`src/rtl/fm_phase_inc_gen.sv`:
```
// ----------------------------------------------------------------------------
// fm_phase_inc_gen
//
// Purpose
//    Produces the per-sample frequency control word for the FM carrier DDS:
//       phase_inc = clamp(carrier_inc + ((mod_sample * depth) >>> SHIFT))
//    The result is clamped to the unsigned INC_W range and never wraps.
//    Carrier/depth updates arrive through a valid/ready port into a shadow
//    pair. The pair is promoted to the active pair on the next modulator
//    sample, so every sample sees a consistent carrier/depth pair.
//
// Ports
//    clk              system clock
//    reset_n          asynchronous active-low reset (synchronous release
//                     is expected from the reset source)
//    cfg_valid        config word valid
//    cfg_ready        shadow register free (no config pending)
//    cfg_carrier_inc  new carrier increment, unsigned, INC_W bits
//    cfg_depth        new modulation depth, unsigned, DEPTH_W bits
//    mod_valid        one-cycle strobe qualifying mod_sample
//    mod_sample       modulator sample, two's complement, MOD_W bits
//    sat_clr          clears sat_flag (a same-cycle clamp wins)
//    phase_inc        frequency control word, held between updates
//    phase_inc_valid  one-cycle pulse per sample, 3 cycles after mod_valid
//    sat_flag         sticky: a clamp has occurred
// ----------------------------------------------------------------------------
module fm_phase_inc_gen #(
   parameter int INC_W   = 32,
   parameter int MOD_W   = 12,
   parameter int DEPTH_W = 16,
   parameter int SHIFT   = 12
) (
   input  logic               clk,
   input  logic               reset_n,
   input  logic               cfg_valid,
   output logic               cfg_ready,
   input  logic [INC_W-1:0]   cfg_carrier_inc,
   input  logic [DEPTH_W-1:0] cfg_depth,
   input  logic               mod_valid,
   input  logic [MOD_W-1:0]   mod_sample,
   input  logic               sat_clr,
   output logic [INC_W-1:0]   phase_inc,
   output logic               phase_inc_valid,
   output logic               sat_flag
);

   // Product of a signed sample and a zero-extended (hence positive) depth.
   localparam int PROD_W = MOD_W + DEPTH_W + 1;
   // The sum needs room for the full carrier, a sign bit and one carry bit,
   // and must also hold the shifted product when that is the wider operand.
   localparam int SUM_W  = (INC_W + 2 > PROD_W + 1) ? INC_W + 2 : PROD_W + 1;

   // ------------------------------------------------------------------
   // Config shadow / active pair
   // ------------------------------------------------------------------
   logic               pending_q,        pending_d;
   logic [INC_W-1:0]   shadow_carrier_q, shadow_carrier_d;
   logic [DEPTH_W-1:0] shadow_depth_q,   shadow_depth_d;
   logic [INC_W-1:0]   active_carrier_q, active_carrier_d;
   logic [DEPTH_W-1:0] active_depth_q,   active_depth_d;

   logic               cfg_accept;
   logic               cfg_apply;
   logic [INC_W-1:0]   sel_carrier;
   logic [DEPTH_W-1:0] sel_depth;

   // ------------------------------------------------------------------
   // Pipeline registers
   // ------------------------------------------------------------------
   logic                     s0_valid_q,   s0_valid_d;
   logic [MOD_W-1:0]         s0_sample_q,  s0_sample_d;
   logic [INC_W-1:0]         s0_carrier_q, s0_carrier_d;
   logic [DEPTH_W-1:0]       s0_depth_q,   s0_depth_d;

   logic                     s1_valid_q,   s1_valid_d;
   logic signed [PROD_W-1:0] s1_prod_q,    s1_prod_d;
   logic [INC_W-1:0]         s1_carrier_q, s1_carrier_d;

   logic [INC_W-1:0]         phase_inc_q,       phase_inc_d;
   logic                     phase_inc_valid_q, phase_inc_valid_d;
   logic                     sat_flag_q,        sat_flag_d;

   // S2 datapath
   logic signed [PROD_W-1:0] off_s;
   logic signed [SUM_W-1:0]  off_ext;
   logic signed [SUM_W-1:0]  car_ext;
   logic signed [SUM_W-1:0]  sum_s;
   logic                     clamp_lo;
   logic                     clamp_hi;
   logic [INC_W-1:0]         clamped;

   // ------------------------------------------------------------------
   // Config handshake and apply
   // ------------------------------------------------------------------
   // Accept and apply are mutually exclusive: accept needs an empty
   // shadow, apply needs a full one. A config accepted alongside a sample
   // therefore only reaches the following sample.
   always_comb begin
      cfg_accept = cfg_valid && !pending_q;
      cfg_apply  = mod_valid && pending_q;

      pending_d        = pending_q;
      shadow_carrier_d = shadow_carrier_q;
      shadow_depth_d   = shadow_depth_q;
      active_carrier_d = active_carrier_q;
      active_depth_d   = active_depth_q;

      if (cfg_apply) begin
         active_carrier_d = shadow_carrier_q;
         active_depth_d   = shadow_depth_q;
         pending_d        = 1'b0;
      end

      if (cfg_accept) begin
         shadow_carrier_d = cfg_carrier_inc;
         shadow_depth_d   = cfg_depth;
         pending_d        = 1'b1;
      end

      // The sample that performs the apply already uses the new pair.
      sel_carrier = pending_q ? shadow_carrier_q : active_carrier_q;
      sel_depth   = pending_q ? shadow_depth_q   : active_depth_q;
   end

   assign cfg_ready = !pending_q;

   // ------------------------------------------------------------------
   // S0: capture sample together with its carrier/depth pair
   // ------------------------------------------------------------------
   always_comb begin
      s0_valid_d   = mod_valid;
      s0_sample_d  = s0_sample_q;
      s0_carrier_d = s0_carrier_q;
      s0_depth_d   = s0_depth_q;
      if (mod_valid) begin
         s0_sample_d  = mod_sample;
         s0_carrier_d = sel_carrier;
         s0_depth_d   = sel_depth;
      end
   end

   // ------------------------------------------------------------------
   // S1: signed multiply, carrier travels alongside
   // ------------------------------------------------------------------
   always_comb begin
      s1_valid_d   = s0_valid_q;
      s1_prod_d    = s1_prod_q;
      s1_carrier_d = s1_carrier_q;
      if (s0_valid_q) begin
         s1_prod_d    = PROD_W'($signed(s0_sample_q)) *
                        PROD_W'($signed({1'b0, s0_depth_q}));
         s1_carrier_d = s0_carrier_q;
      end
   end

   // ------------------------------------------------------------------
   // S2: shift, add, clamp
   // ------------------------------------------------------------------
   always_comb begin
      // Arithmetic shift floors toward -inf, so small negative products
      // give -1 rather than 0.
      off_s   = s1_prod_q >>> SHIFT;
      off_ext = SUM_W'(off_s);
      car_ext = $signed({{(SUM_W - INC_W){1'b0}}, s1_carrier_q});
      sum_s   = car_ext + off_ext;

      clamp_lo = sum_s[SUM_W-1];
      clamp_hi = !sum_s[SUM_W-1] && (|sum_s[SUM_W-2:INC_W]);

      if (clamp_lo) begin
         clamped = '0;
      end else if (clamp_hi) begin
         clamped = '1;
      end else begin
         clamped = sum_s[INC_W-1:0];
      end

      phase_inc_valid_d = s1_valid_q;
      phase_inc_d       = s1_valid_q ? clamped : phase_inc_q;

      // A clamp in the same cycle as sat_clr keeps the flag set.
      if (s1_valid_q && (clamp_lo || clamp_hi)) begin
         sat_flag_d = 1'b1;
      end else if (sat_clr) begin
         sat_flag_d = 1'b0;
      end else begin
         sat_flag_d = sat_flag_q;
      end
   end

   // ------------------------------------------------------------------
   // State
   // ------------------------------------------------------------------
   always_ff @(posedge clk or negedge reset_n) begin
      if (!reset_n) begin
         pending_q         <= 1'b0;
         shadow_carrier_q  <= '0;
         shadow_depth_q    <= '0;
         active_carrier_q  <= '0;
         active_depth_q    <= '0;
         s0_valid_q        <= 1'b0;
         s0_sample_q       <= '0;
         s0_carrier_q      <= '0;
         s0_depth_q        <= '0;
         s1_valid_q        <= 1'b0;
         s1_prod_q         <= '0;
         s1_carrier_q      <= '0;
         phase_inc_q       <= '0;
         phase_inc_valid_q <= 1'b0;
         sat_flag_q        <= 1'b0;
      end else begin
         pending_q         <= pending_d;
         shadow_carrier_q  <= shadow_carrier_d;
         shadow_depth_q    <= shadow_depth_d;
         active_carrier_q  <= active_carrier_d;
         active_depth_q    <= active_depth_d;
         s0_valid_q        <= s0_valid_d;
         s0_sample_q       <= s0_sample_d;
         s0_carrier_q      <= s0_carrier_d;
         s0_depth_q        <= s0_depth_d;
         s1_valid_q        <= s1_valid_d;
         s1_prod_q         <= s1_prod_d;
         s1_carrier_q      <= s1_carrier_d;
         phase_inc_q       <= phase_inc_d;
         phase_inc_valid_q <= phase_inc_valid_d;
         sat_flag_q        <= sat_flag_d;
      end
   end

   assign phase_inc       = phase_inc_q;
   assign phase_inc_valid = phase_inc_valid_q;
   assign sat_flag        = sat_flag_q;

endmodule

```
`config.mk`:
```
export PLATFORM = sky130hd
export DESIGN_NAME = fm_phase_inc_gen
export DESIGN_NICKNAME = d
export VERILOG_FILES = /design/src/rtl/fm_phase_inc_gen.sv
export SDC_FILE = /design/constraint.sdc
export NUM_CORES = 1
export LEC_CHECK = 0
export ABC_AREA = 0
export BUFFER_PORTS_ARGS = -buffer_cell sky130_fd_sc_hd__buf_2
export CORE_MARGIN = 2
export CORE_UTILIZATION = 57
export CTS_CLUSTER_DIAMETER = 80
export DETAILED_ROUTE_END_ITERATION = 7
export PLACE_DENSITY = 0.75
export RECOVER_POWER = 50
export SLEW_MARGIN = 20
export SYNTH_ARGS = -nofsm -noshare
export SYNTH_HDL_FRONTEND = slang
export SYNTH_SLANG_ARGS = --single-unit
```
`constraint.sdc`:
```
create_clock -name clk -period 11.3 [get_ports clk]
set_clock_uncertainty 0.1 [all_clocks]
set_input_delay 2.825 -clock clk [delete_from_list [all_inputs] [get_ports clk]]
set_output_delay 2.825 -clock clk [all_outputs]
set_load 0.02 [all_outputs]
```
# [Word-level counts from Yosys, hierarchy flattened]
# Cells that the tools add are included.
[op_classes] add_sub_neg=1 muxes=8 n_reduce_logical=9 multipliers=1
[ops] cell="32-bit two-way mux" n=3
[ops] cell="33-bit by 17-bit adder with 34-bit output" n=1
[ops] cell="12-bit by 17-bit multiplier with 29-bit output" n=1
[ops] cell="16-bit two-way mux" n=1
[ops] cell="1-bit logical AND" n=4
[ops] cell="1-bit two-way mux" n=4
[ops] cell="2-bit nonzero test" n=2
[ops] cell="1-bit zero test" n=2
[ops] cell="1-bit logical OR" n=1
[totals] output_inout_bits=35 inputBits=65 word_cells=34 regBits=254

# [Logic depth before layout (Yosys ltp)]
[logic_depth] ltp_word=6 mapped_depth=22 ltp_nobuf=21

# [Worst setup path before layout]
# OpenSTA, ideal clock, no wires.
[synth_timing] kind="register to register" start="register s0_sample_q[3]" end="register s1_prod_q[26]" synth_period_minus_slack_ns=5.933 n_path_buf=2 setup_ns=0.125 setup_slack_ns=5.367 arrival_ns=5.708 path_stages_with_launch=22 path_cell_list="dfrtp_1 -> clkbuf_1 -> clkbuf_1 -> nand2_1 -> fa_1 -> fa_1 -> fa_1 -> inv_1 -> fa_1 -> inv_1 -> fa_1 -> inv_1 -> ha_1 -> a2111oi_0 -> o21ai_1 -> o221ai_2 -> o31ai_4 -> a2111oi_4 -> o31ai_1 -> a211oi_1 -> a211oi_1 -> mux2_2"
[synth_via] elab_chain_len=1
[synth_lines] item="from (decl)" line="71" source="logic [MOD_W-1:0] s0_sample_q, s0_sample_d;"
[synth_lines] item="from (signal assigned)" line="218" source="s0_sample_q <= s0_sample_d;"
[synth_lines] item="12-bit by 17-bit multiplier with 29-bit output" line="150" source="s1_prod_d = PROD_W'($signed(s0_sample_q)) *"
[synth_lines] item="to (signal assigned)" line="222" source="s1_prod_q <= s1_prod_d;"
[synth_lines] item="to (decl)" line="76" source="logic signed [PROD_W-1:0] s1_prod_q, s1_prod_d;"
# Every way passes these cells.
# A chain may end at the register's enable or synchronous reset.

# [Worst setup path in the final report]
[layout_timing] start="input mod_valid" end="register s0_sample_q[5]"
[layout_lines] item="from (decl)" line="39" source="input logic mod_valid,"
# No word-level cell between the ends.

==> summary.md <==
| Metric | Value |
|---|---|
| Status | `complete, but fails checks` |
| Violated checks | `max-capacitance violations, max-slew violations` |
| CTS clk-pin slew, worst paths | `60 ps` |
| Most common cell after layout, fill and taps aside | `dfrtp_1` |
| Drt wl/cell | `16.9 um` |
| H-tree Lvls | `1` |
| ANT cells | `0` |
| Share of layout cells above drive strength 1 | `18.2%` |
| #FFs+latches synth | `242` |
| CTS Hold Buffers Added | `0` |
| Layout area overhead | `8.65%` |
| Final Hold Fails | `0` |
| Worst slew margin | `-96.4%` |
| Fillers | `2,490` |
| Post-Syn Instances | `1,630` |
| Post-Syn Area | `0.0172 mm2` |
| Inserted Clock Buffers | `25` |
| CP endpoint | `s0_sample_q[5]` |
| Initial antenna violation count | `0` |
| Arrival @ worst endpoint | `6850 ps` |
| Largest net degree at the start of global routing | `108` |
| Maximum buffer depth of the clock tree | `3` |
| Synth Area in Adders | `24.6%` |
| Number of routed nets with antenna violations | `0` |
| CTS tree | `done` |
| Crit path launch | `mod_valid` |
| Minimum clock period | `6540 ps` |
| Hold crit path type | `reg -> reg` |
| RePlAce Congestion | `0.863` |
| Post-CTS setup buffer count | `0` |
| Crit end category | `flip-flop` |
| Nets | `2,000` |
| DRC violation total after the first TritonRoute iteration | `673` |
| Final setup fails | `0` |
| Initial Util | `57.9%` |
| Vias in the first global route | `11,800` |
| EDFF count, synth | `0` |
| Chip width | `178 um` |
| RSZ-0062 raised after global routing | `false` |
| Simple logic cell fraction of the synthesized area | `9.66%` |
| Reg2reg end | `s1_prod_q[26]` |
| Post-synthesis xor/xnor area fraction | `2.29%` |
| Synth Area in Compound Gates | `8.67%` |
| Resized cells post-CTS | `0` |
| Setup TNS | `0 ps` |
| Largest family of logic cells by synthesized area | `adder cells` |
| Placement Setup Slack | `5070 ps` |
| Worst Path Required | `11,610 ps` |
| Fmax achieved | `0.153 GHz` |
| Total track usage | `23.9%` |
| Commonest non-fill, non-tap cells in the layout | `dfrtp_1, inv_1, mux2_2, fa_1, nand2_1` |
| Reg2reg path depth | `19` |
| R2r startpoint | `s0_sample_q[3]` |
| Total grt overflow | `0` |
| Top FF cell, synth | `dfrtp_1` |
| Num ports | `100` |
| Post-synth ARST share | `100%` |
| Fin worst setup slack | `4760 ps` |
| First-pass GRT wire length | `60,700 um` |
| Max FO, Critical Path | `60` |
| Drt first pass iters | `5` |
| Reg2reg setup slack | `5030 ps` |
| Die Ht | `178 um` |
| Die area | `0.0315 mm2` |
| Routed via count | `11,500` |
| DP Wirelength | `26,700 um` |
| Distinct cell type count after synthesis | `61` |
| Row count | `63` |
| Max-slew violations | `310` |
| Via density | `5.53` |
| WL final | `35,300 um` |
| Max-Cap Viols | `6` |
| Port buffer count | `99` |
| Drc violations | `0` |
| Sequential area share after synthesis | `35.3%` |
| Root Driver | `clkbuf_16` |
| Clk_lat worst skew | `530 ps` |
| Yosys warning count | `0` |
| Critical path class | `in -> reg` |
| Final period util | `57.9%` |
| Crit path launch type | `input port` |
| Syn Nets | `1,949` |
| Mux contribution to synthesized area | `12.8%` |
| # clock sinks | `242` |
| Post-Syn Area per Cell | `10.5 um2` |
| Slew of the pin with the lowest slew margin | `2950 ps` |
| Core ar. | `0.0296 mm2` |
## per-layer routing
layer	vias up	wire length (um)	share of wire [%]	global-route usage, %
li1	5474	-	-	-
met1	5791	17400	49	37.1
met2	232	15800	45	36.9
met3	41	1420	4.0	2.27
met4	2	559	1.6	4.10
met5	-	69	0.20	1.60
## cells by family (layout without fill, tap and decap cells)
kind of cell	after synthesis	after routing
XOR/XNOR	44	44
buffers and inverters	297	364
AO/OA/AOI/OAI	230	230
flip-flops	242	242
multiplexers	201	201
AND/OR/NAND/NOR	362	362
adder cells (fa/ha/maj)	254	254
## synth_stat cells, drive strengths merged (7+ instances only)
cell type  number  share of area [%]
nand2b         14               0.51
nand2         140                3.1
inv           215                4.7
fa            140                 16
nor2          102                2.2
nand3           9               0.26
mux2          153                 10
o21ai          27               0.81
o22ai          32                1.2
xor2           16               0.86
a21oi          96                2.9
mux2i          48                2.8
ha            114                8.3
and2           65                2.4
o21a            7               0.31
xnor2          28                1.4
a21o           25                1.1
clkbuf         68                1.5
dfrtp         242                 35
buf            14               0.45
## critical path, cell delays in order
cell      delay [ps]
clkbuf_1        1730
clkbuf_1        1800
mux2_2           460
## per-stage QoR
stage          utilization (%)  instances  hold WS [ps]  cell area, um2
2_1_floorplan                -       1630           252           17200
4_1_cts                   63.1       2087           406           18700
3_3_place_gp              60.4       2044           386           17900
5_1_grt                   62.9       2087           416           18700
3_5_place_dp              60.4       2044           389           17900
6_report                  62.9       2087           404           18700
## flip-flops by register name (all words and copies together) (netlist names)
| name | cells |
|---|---|
| s0_depth_q | 16 |
| s1_carrier_q | 32 |
| s1_prod_q | 17 |
| pending_q | 1 |
| s0_valid_q | 1 |
| active_depth_q | 16 |
| phase_inc_valid | 1 |
| sat_flag | 1 |
| active_carrier_q | 32 |
| phase_inc_valid_d | 1 |
| s0_carrier_q | 32 |
| s0_sample_q | 12 |
| shadow_depth_q | 16 |
| shadow_carrier_q | 32 |
| phase_inc | 32 |
## worst min path at each step
stage                          from              endpoint  slack, ps  depth (start not counted)
3_5_place_dp       s0_carrier_q[19]      s1_carrier_q[19]        390                          1
3_3_place_gp   active_carrier_q[20]  active_carrier_q[20]        390                          1
4_1_cts           active_depth_q[6]     active_depth_q[6]        410                          1
2_1_floorplan     phase_inc_valid_d       phase_inc_valid        250                          0
6_report          active_depth_q[1]     active_depth_q[1]        400                          1
5_1_grt         active_carrier_q[7]   active_carrier_q[7]        420                          1
## cell type report
cell class | count | area, um2 | area share (%)
tap | 390 | 488 | 2.62
clock buffer | 38 | 744 | 3.99
inverter | 215 | 807 | 4.33
timing repair buffer | 106 | 541 | 2.90
sequential | 242 | 6060 | 32.5
clock inverter | 5 | 43.8 | 0.235
multi-input combinational | 1091 | 9970 | 53.5
Power is not shown: default switching activity piles up to over one toggle a cycle in this logic, so the estimate is an artifact.
